File: src/rtl/mem_bridge_pkg.sv
// mem_bridge_pkg -- shared types and widths for the 32-bit to 16-bit memory bridge.
//   state_e    : bridge FSM state encoding
//   HW_WIDTH   : memory halfword width (16)
//   WORD_WIDTH : CPU word width (32)
package mem_bridge_pkg;

    localparam int HW_WIDTH   = 16;
    localparam int WORD_WIDTH = 32;

    typedef enum logic [2:0] {
        ST_IDLE = 3'd0,
        ST_RD0  = 3'd1,
        ST_RD1  = 3'd2,
        ST_RD2  = 3'd3,
        ST_WR0  = 3'd4,
        ST_WR1  = 3'd5,
        ST_RSP  = 3'd6
    } state_e;

endpackage

File: src/rtl/mem_bridge.sv
// mem_bridge -- splits each CPU 32-bit word access into two big-endian 16-bit
// accesses on a synchronous-read halfword memory.
//
// Optional feature macro: MEM_BRIDGE_ALIGN_CHECK_EN
//   defined   : requests with req_addr[1:0] != 0 complete immediately with
//               rsp_err=1, rsp_rdata=0 and no memory access
//   undefined : req_addr[1:0] ignored, rsp_err is always 0
//
// Ports
//   clk, reset                   clock, asynchronous active-high reset
//   req_valid/req_ready          CPU request handshake
//   req_we, req_addr, req_wdata  request direction, byte address, write data
//   rsp_valid/rsp_ready          CPU response handshake
//   rsp_rdata, rsp_err           read data (0 after a write), misalign flag
//   mem_addr, mem_en, mem_rd_en, mem_wr_en, mem_dout   memory command side
//   mem_din                      memory read data, one cycle after the strobe
//
// state | meaning
// IDLE  | ready for a request
// RD0   | read strobe on high halfword (base)
// RD1   | read strobe on low halfword (base+1), high data returning
// RD2   | no strobe, low halfword data returning
// WR0   | write high halfword to base
// WR1   | write low halfword to base+1
// RSP   | response held until rsp_ready
module mem_bridge
    import mem_bridge_pkg::*;
#(
    parameter int MEM_DEPTH  = 4096,
    parameter int ADDR_WIDTH = $clog2(MEM_DEPTH)
) (
    input  logic                  clk,
    input  logic                  reset,
    input  logic                  req_valid,
    output logic                  req_ready,
    input  logic                  req_we,
    input  logic [ADDR_WIDTH:0]   req_addr,
    input  logic [WORD_WIDTH-1:0] req_wdata,
    output logic                  rsp_valid,
    input  logic                  rsp_ready,
    output logic [WORD_WIDTH-1:0] rsp_rdata,
    output logic                  rsp_err,
    output logic [ADDR_WIDTH-1:0] mem_addr,
    output logic                  mem_en,
    output logic                  mem_rd_en,
    output logic                  mem_wr_en,
    output logic [HW_WIDTH-1:0]   mem_dout,
    input  logic [HW_WIDTH-1:0]   mem_din
);

    state_e                  state_q, state_d;
    // Word index: the halfword base is this with a 0 appended, so base+1 is
    // formed by appending a 1 and can never carry out of the address range.
    logic [ADDR_WIDTH-2:0]   word_q, word_d;
    logic [WORD_WIDTH-1:0]   wdata_q, wdata_d;
    logic [WORD_WIDTH-1:0]   rdata_q, rdata_d;
`ifdef MEM_BRIDGE_ALIGN_CHECK_EN
    logic                    err_q, err_d;
`else
    logic                    unused_addr_lsbs;
    assign unused_addr_lsbs = ^req_addr[1:0];
`endif

    always_ff @(posedge clk or posedge reset) begin
        if (reset) begin
            state_q <= ST_IDLE;
            word_q  <= '0;
            wdata_q <= '0;
            rdata_q <= '0;
`ifdef MEM_BRIDGE_ALIGN_CHECK_EN
            err_q   <= 1'b0;
`endif
        end else begin
            state_q <= state_d;
            word_q  <= word_d;
            wdata_q <= wdata_d;
            rdata_q <= rdata_d;
`ifdef MEM_BRIDGE_ALIGN_CHECK_EN
            err_q   <= err_d;
`endif
        end
    end

    always_comb begin
        state_d   = state_q;
        word_d    = word_q;
        wdata_d   = wdata_q;
        rdata_d   = rdata_q;
`ifdef MEM_BRIDGE_ALIGN_CHECK_EN
        err_d     = err_q;
`endif
        req_ready = 1'b0;
        rsp_valid = 1'b0;
        rsp_rdata = '0;
        rsp_err   = 1'b0;
        mem_addr  = '0;
        mem_en    = 1'b0;
        mem_rd_en = 1'b0;
        mem_wr_en = 1'b0;
        mem_dout  = '0;

        unique case (state_q)
            ST_IDLE: begin
                req_ready = 1'b1;
                if (req_valid) begin
                    word_d  = req_addr[ADDR_WIDTH:2];
                    wdata_d = req_we ? req_wdata : '0;
                    // Cleared on every accept so a write responds with 0.
                    rdata_d = '0;
`ifdef MEM_BRIDGE_ALIGN_CHECK_EN
                    err_d   = 1'b0;
                    if (req_addr[1:0] != 2'b00) begin
                        err_d   = 1'b1;
                        state_d = ST_RSP;
                    end else begin
                        state_d = req_we ? ST_WR0 : ST_RD0;
                    end
`else
                    state_d = req_we ? ST_WR0 : ST_RD0;
`endif
                end
            end
            ST_RD0: begin
                mem_en    = 1'b1;
                mem_rd_en = 1'b1;
                mem_addr  = {word_q, 1'b0};
                state_d   = ST_RD1;
            end
            ST_RD1: begin
                mem_en    = 1'b1;
                mem_rd_en = 1'b1;
                mem_addr  = {word_q, 1'b1};
                rdata_d[WORD_WIDTH-1:HW_WIDTH] = mem_din;
                state_d   = ST_RD2;
            end
            ST_RD2: begin
                rdata_d[HW_WIDTH-1:0] = mem_din;
                state_d   = ST_RSP;
            end
            ST_WR0: begin
                mem_en    = 1'b1;
                mem_wr_en = 1'b1;
                mem_addr  = {word_q, 1'b0};
                mem_dout  = wdata_q[WORD_WIDTH-1:HW_WIDTH];
                state_d   = ST_WR1;
            end
            ST_WR1: begin
                mem_en    = 1'b1;
                mem_wr_en = 1'b1;
                mem_addr  = {word_q, 1'b1};
                mem_dout  = wdata_q[HW_WIDTH-1:0];
                state_d   = ST_RSP;
            end
            ST_RSP: begin
                rsp_valid = 1'b1;
                rsp_rdata = rdata_q;
`ifdef MEM_BRIDGE_ALIGN_CHECK_EN
                rsp_err   = err_q;
`endif
                if (rsp_ready) begin
                    state_d = ST_IDLE;
                end
            end
            default: begin
                state_d = ST_IDLE;
            end
        endcase
    end

endmodule

File: config.mk
export PLATFORM = sky130hd
export DESIGN_NAME = mem_bridge
export DESIGN_NICKNAME = d
export VERILOG_FILES = /design/src/rtl/mem_bridge_pkg.sv /design/src/rtl/mem_bridge.sv
export SDC_FILE = /design/constraint.sdc
export NUM_CORES = 1
export LEC_CHECK = 0
export CAP_MARGIN = 20
export CORE_MARGIN = 2
export CORE_UTILIZATION = 42
export DETAILED_ROUTE_END_ITERATION = 10
export PLACE_DENSITY = 0.82
export SYNTH_ARGS = -nofsm -noshare
export SYNTH_HDL_FRONTEND = slang
export SYNTH_SLANG_ARGS = --single-unit
File: constraint.sdc
create_clock -name clk -period 5.93 [get_ports clk]
set_input_delay 0.593 -clock clk [delete_from_list [all_inputs] [get_ports clk]]
set_output_delay 0.593 -clock clk [all_outputs]
set_load 0.005 [all_outputs]
Word level (Yosys, flattened, before mapping)
Cells that the tools add are included.
{ "op_classes": {"add_sub_neg": 0, "multipliers": 0, "div": 0, "n_lt_le_gt_ge": 0, "n_eq_ne": 8, "shift": 0, "n_mux": 16, "bitwise_logic": 0, "reduce_logical": 13} }
{ "ops": {"columns": ["cell", "count"], "rows": [
  ["$mux 32", 3],
  ["$pmux 16 s2", 3],
  ["$pmux 12 s2", 1],
  ["$pmux 3 s6", 1],
  ["$reduce_or 2->1", 5],
  ["$eq 3x3->1 const B", 3],
  ["$mux 3", 3],
  ["$reduce_and 2->1", 4],
  ["$eq 3x2->1 const B", 2],
  ["$mux 1", 5],
  ["$ne 2x2->1 const B", 2],
  ["$reduce_bool 2->1", 2],
  ["$reduce_or 4->1", 1],
  ["$eq 3x1->1 const B", 1],
  ["$logic_not 3->1", 1]
]} }
{ "totals": {"regBits": 78, "latch_bits": 0, "ram_bits": 0, "romBits": 0, "input_bits": 66, "elab_cells": 42, "n_memories": 0} }

Depth between registers and ports, before layout
Gate-level depths: netlist (run 1).
{ "logic_depth": {"depth_word": 3, "mapped_depth": 6, "depth_no_buf": 3} }

Least setup slack after synthesis (run 1)
OpenSTA, ideal clock, no wires.
{ "synth_timing": {"path_type": "reg2out", "from": "reg state_q[0]", "to": "out mem_addr[10]", "arrival_ps": 1348, "t_required_ps": 5337, "slack_ps": 3989, "stages_incl_launch_ff": 6, "path_cell_list": "dfrtp_1 buf_2 nor3_1 nor2_1 clkbuf_1 and2_1"} }
{ "synth_between": {"elab_chain_cells": 3} }
{ "synth_rtl": {"columns": ["item", "line_no", "rtl"], "rows": [
  ["start: declaration", "mem_bridge.sv:51", "state_e state_q, state_d;"],
  ["start signal: assignment", "mem_bridge.sv:74", "state_q <= state_d;"],
  ["$eq 3x2->1 (tied with other cells)", "mem_bridge.sv:102", "unique case (state_q)"],
  ["$reduce_or 2->1 (no line)", null, null],
  ["$pmux 12 s2 (*)", "mem_bridge.sv:102", null],
  ["end: declaration", "mem_bridge.sv:43", "output logic [ADDR_WIDTH-1:0] mem_addr,"]
]} }
Every way passes the cells marked *; elsewhere a longest branch is shown, timed or not.

Final worst setup path (run 1)
{ "layout_timing": {"from": "reg state_q[2]", "to": "out mem_dout[1]"} }
{ "layout_between": {"elab_chain_cells": 2} }
{ "layout_rtl": {"columns": ["item", "line_no", "rtl"], "rows": [
  ["$eq 3x3->1", "mem_bridge.sv:102", null],
  ["$pmux 16 s2 (*)", "mem_bridge.sv:102", null],
  ["end: declaration", "mem_bridge.sv:47", "output logic [HW_WIDTH-1:0] mem_dout,"]
]} }
Marked as above.

==> results of run 1 <==
==> area by class of cell <==
class | instances | area (um2)
sequential | 78 | 1950
fill | 684 | 3110
multi-input combinational | 245 | 1410
clock inverter | 4 | 95.1
inverter | 4 | 16.3
timing repair buffer | 134 | 1330
clock buffer | 12 | 135
tap | 105 | 131
==> final timing paths <==
kind | slack [ps] | startpoint | cells after the start | to
worst min-delay path | 470 | word_q[2]$_DFFE_PP0P_ | 2 | word_q[2]$_DFFE_PP0P_
worst max-delay path | 2690 | state_q[2]$_DFFE_PP0P_ | 4 | mem_dout[1]
worst max register to register | 3330 | state_q[0]$_DFFE_PP0P_ | 4 | rdata_q[19]$_DFFE_PP0P_
max in group asynchronous | 4330 | reset | 3 | wdata_q[17]$_DFFE_PP0P_
min in group asynchronous | 620 | reset | 2 | wdata_q[8]$_DFFE_PP0P_
worst min register to register | 470 | word_q[2]$_DFFE_PP0P_ | 2 | word_q[2]$_DFFE_PP0P_
==> power by group <==
group / total [mW] / internal (mW) / switching (mW)
Sequential: 0.926 / 0.769 / 0.157
Clock: 0.463 / 0.280 / 0.183
Combinational: 0.919 / 0.499 / 0.420
==> cell usage in the layout, fill, tap and decap left out <==
cell / synthesis / layout
mux2_2: 1 / 1
nor3b_4: 1 / 1
clkbuf_8: 0 / 9
xnor2_1: 1 / 1
nor2b_1: 1 / 1
or2_2: 1 / 1
nor3b_2: 1 / 1
and2_1: 44 / 44
nor2_1: 4 / 4
inv_1: 4 / 3
a22o_1: 48 / 48
o21ai_0: 2 / 2
a32oi_1: 1 / 1
nand3_1: 32 / 32
clkinv_2: 0 / 2
o21a_1: 1 / 1
clkbuf_1: 14 / 3
nand2_1: 98 / 98
and3b_1: 1 / 1
buf_4: 2 / 5
dfrtp_1: 78 / 78
conb_1: 1 / 1
nor2_2: 2 / 2
nor3b_1: 1 / 1
a211oi_1: 1 / 1
bufinv_16: 0 / 3
or4b_1: 1 / 1
nor3_1: 1 / 1
clkdlybuf4s50_1: 0 / 128
nor4b_4: 1 / 1
buf_6: 0 / 1
==> logic make-up after synthesis <==
| group | count (synthesis) | share of synthesized area (%) |
|---|---|---|
| buffers and inverters | 33 | 4.21 |
| XOR/XNOR | 1 | 0.250 |
| other | 1 | 0.107 |
| flip-flops | 78 | 55.7 |
| multiplexers | 1 | 0.321 |
| AO/OA/AOI/OAI | 53 | 13.0 |
| AND/OR/NAND/NOR | 189 | 26.5 |
==> worst register-to-register path, delay by kind of cell, from the launching register on <==
kind	cells	cell delay [ps]
buffers and inverters	1	440
AOI/OAI and AO/OA	1	280
and+or+nand+nor	2	1190
DFF	1	570
==> layer usage <==
metal | vias to the layer above | track usage [%] | share of wire [%]
li1 | 1425 | - | -
met1 | 1411 | 25.2 | 45
met2 | 100 | 32.6 | 47
met3 | 10 | 4.27 | 6.4
met4 | 0 | 6.90 | 1.4
met5 | - | 0 | 0
==> registers in the layout, indices dropped and copies added (netlist names) <==
signal / cells
word_q: 11
wdata_q: 32
rdata_q: 32
state_q: 3
==> through the flow <==
step / setup slack (ps) / cell area [um2] / util [%] / hold WS [ps] / power, mW
after detailed placement: 2880 / 4830 / 59.0 / 454 / 1.86
after global placement: 2930 / 4830 / 59.0 / 451 / 1.81
after global routing: 2470 / 5070 / 62.0 / 492 / 2.47
after floorplan: 3340 / 3510 / - / 437 / 1.44
after CTS: 2560 / 5060 / 61.8 / 472 / 2.33
final: 2690 / 5070 / 62.0 / 468 / 2.31
==> impl_metrics.tcl, run 1 <==
set metrics [dict create \
    period_share_pct 54.7 \
    antenna_found_initial 0 \
    cp-end-kind "output port" \
    synth_area_leaders "dfrtp_1, a22o_1, nand2_1" \
    vias 2946 \
    critPathMaxStageDelay_ps 630 \
    track_usage_pct 19.5 \
    ys.flop_type "dfrtp_1" \
    design.die.area_um2 9100 \
    rsz0062_at_grt "false" \
    synth_common_cells "nand2_1, dfrtp_1, a22o_1" \
    synth_area_per_cell_um2 9.85 \
    synth_cells 356 \
    slew_headroom_pct 33.9 \
    cp.arrival_ps 2650 \
    cts.hold.buffers_added 0 \
    io_pins 132 \
    ys_async_sr_fraction_pct 100 \
    rows 33 \
    synth-seq-cells 78 \
    cts.path.max_buffers 2 \
    synthToLayoutAreaGrowth_pct 44.5 \
    die_height_um 95.4 \
    cp_top_family "simple AND/OR/NAND/NOR gates" \
    grt_remaining_overflow 0 \
    cts.repair.resized 0 \
    ant_nets 0 \
    place_inst 565 \
    hold_class "reg -> reg" \
    worst_pin_slew_ps 988 \
    finalHoldViolCount 0 \
    cp.required_ps 5340 \
    cts_setup_buffers 0 \
    cts_max_level 3 \
    cts_tree "done" \
    fin_cells 582 \
    grt_pass1_vias 2873 \
    powerDensity_nw_per_um2 455 \
    synthesis.nets 422 \
    seq_area_frac_synth_pct 55.7 \
    grt_max_degree 44 \
    drtIter0Drc 137 \
    drt_wl_total_um 8760 \
    ys_types 27 \
    yosysTopAreaCell "dfrtp_1" \
    critical_path.startpoint_type "flop" \
    nNetsFinal 538 \
    max_cap_violations 0 \
    core-area_um2 8180 \
    synth_area_um2 3510 \
    fmax_ghz 0.308 \
    cts_sinks 78 \
    path_class "reg -> out" \
    path_max_fanout 17 \
    cts_root_buf "clkbuf_8" \
    drc 0 \
    cts_made_buffers 9 \
    synth_edf_count 0 \
    initial_core_util_pct 42.9 \
    skew_ps 9.24 \
    ir_drop_v 0.000185 \
    synth_top_area_share_pct 55.7 \
    wl_per_cell_um 15.0 \
    period_needed_ps 3240 \
    hpwlAfterDp_um 5960 \
    drive_gt1_share_pct 5.66 \
    status "completed" \
    slowest_stage "dfrtp_1" \
    diodes 0 \
    p_leak_nw 2.37 \
    clk_pin_slew_ps 70 \
    grt_pass1_wl_um 13700 \
    crit_path_cell_trace "nor2b_1, and2_1, a22o_1, clkdlybuf4s50_1" \
    yosysMostFrequentCell "nand2_1" \
    place_congestion 0.732 \
    ys_warn_count 0 \
    fin_tns_setup_ps 0 \
    setup_viol 0 \
    critPathBufInv 1 \
    clk_latency_ps 340 \
    drtPass1Iterations 4 \
    die-width_um 95.4 \
    vias_per_cell 5.06 \
    drv_slew 0 \
    portBuffers 128 \
]
Note: power is estimated with default switching activity, not from simulation.
==> inputs of run 2 (changes only) <==
clock period = 3.09 ns   (was 5.93 ns; I/O delays follow)
==> impl_metrics.tcl, run 2 (synthesized netlist as in run 1, its figures left out) <==
set metrics [dict create \
    status "completed" \
    clk_pin_slew_ps 80 \
    core-area_um2 8180 \
    cts.path.max_buffers 2 \
    track_usage_pct 19.5 \
    n_fill_cell 667 \
    powerDensity_nw_per_um2 861 \
    p_leak_nw 2.39 \
    cts_made_buffers 9 \
    die-width_um 95.4 \
    ant_nets 0 \
    grt_max_degree 44 \
    cts_setup_buffers 0 \
    top_regs "rdata_q: 32 flops, wdata_q: 32 flops, word_q: 11 flops" \
    fin_tns_setup_ps 0 \
    worst_pin_slew_ps 671 \
    drtIter0Drc 159 \
    final_cell_area_um2 5090 \
    die_height_um 95.4 \
    final_util_pct 62.3 \
    path_max_fanout 14 \
    io_pins 132 \
    layout_common_cells "clkdlybuf4s50_1, nand2_1, dfrtp_1, a22o_1, and2_1" \
    rsz0062_at_grt "false" \
    rows 33 \
    r2r_cells 4 \
    portBuffers 128 \
    path_class "reg -> out" \
    vias 2979 \
    diodes 0 \
    nNetsFinal 541 \
    cts.repair.resized 0 \
    drive_gt1_share_pct 6.88 \
    grt_pass1_wl_um 13800 \
    ir_drop_v 0.000378 \
    period_needed_ps 2720 \
    fin_cells 585 \
    drc 0 \
    setup_viol 0 \
    hold-worst-slack_ps 349 \
    slew_headroom_pct 55.2 \
    grt_remaining_overflow 0 \
    post_dp_cell_area_um2 4870 \
    synthToLayoutAreaGrowth_pct 45.2 \
    cts_root_buf "clkbuf_8" \
    total_power_mw 4.38 \
    hpwlAfterDp_um 5870 \
    hold_class "in -> async" \
    setup_ws_ps 372 \
    place_congestion 0.742 \
    cts_sinks 78 \
    max_cap_violations 0 \
    cp.required_ps 2780 \
    clk_latency_ps 340 \
    cp-end-kind "output port" \
    finalHoldViolCount 0 \
    drtPass1Iterations 4 \
    drv_slew 0 \
    cp.arrival_ps 2410 \
    critical_path.startpoint_type "flop" \
    place_inst 569 \
    skew_ps 9.02 \
    dp_slack_ps 705 \
    final_common_cell "clkdlybuf4s50_1" \
    fmax_ghz 0.368 \
    period_share_pct 88.0 \
    cts_max_level 3 \
    design.die.area_um2 9100 \
    antenna_found_initial 0 \
    drt_wl_total_um 8590 \
    grt_pass1_vias 2897 \
    cts.hold.buffers_added 0 \
    wl_per_cell_um 14.7 \
    vias_per_cell 5.09 \
    cts_tree "done" \
    initial_core_util_pct 42.9 \
]
## run 2: changes by cell type in the layout (fill, tap and decap cells not counted), sizes merged
cell / before / now
clkinvlp: 0 / 1
bufinv: 3 / 2
buf: 6 / 9
clkbuf: 12 / 9
clkinv: 2 / 5
## run 2: path summary, 6_finish.rpt
path / start / end / slack, ps
min in group clk: word_q[3]$_DFFE_PP0P_ / word_q[3]$_DFFE_PP0P_ / 470
max in group asynchronous: reset / wdata_q[18]$_DFFE_PP0P_ / 2110
min: reset / rdata_q[9]$_DFFE_PP0P_ / 350
max reg2reg: state_q[2]$_DFFE_PP0P_ / rdata_q[13]$_DFFE_PP0P_ / 1160
max: state_q[0]$_DFFE_PP0P_ / mem_addr[6] / 370
min reg2reg: word_q[3]$_DFFE_PP0P_ / word_q[3]$_DFFE_PP0P_ / 470
## run 2: routing by layer
metal	routed length [um]	global-route usage, %
met1	3780	25.3
met5	0	0
met3	527	4.27
met4	141	7.02
met2	4150	32.4
## run 2: critical path, stage by stage (launching register included)
cell and delay (ps):
dfrtp_1 680, nor3_1 150, nor2_1 500, and2_1 230, clkdlybuf4s50_1 510
## run 2: final cells by class
| cell class | instances | area [um2] | area share (%) |
|---|---|---|---|
| Clock buffer | 9 | 124 | 2.43 |
| Clock inverter | 7 | 98.8 | 1.94 |
| Inverter | 4 | 16.3 | 0.319 |
| Multi-Input combinational cell | 245 | 1410 | 27.6 |
| Sequential cell | 78 | 1950 | 38.3 |
| Tap cell | 105 | 131 | 2.58 |
| Timing Repair Buffer | 137 | 1360 | 26.7 |
## run 2: where the power goes
part,total [mW],switching [mW],internal [mW]
Sequential,1.78,0.306,1.48
Combinational,1.77,0.790,0.975
Clock,0.834,0.377,0.457
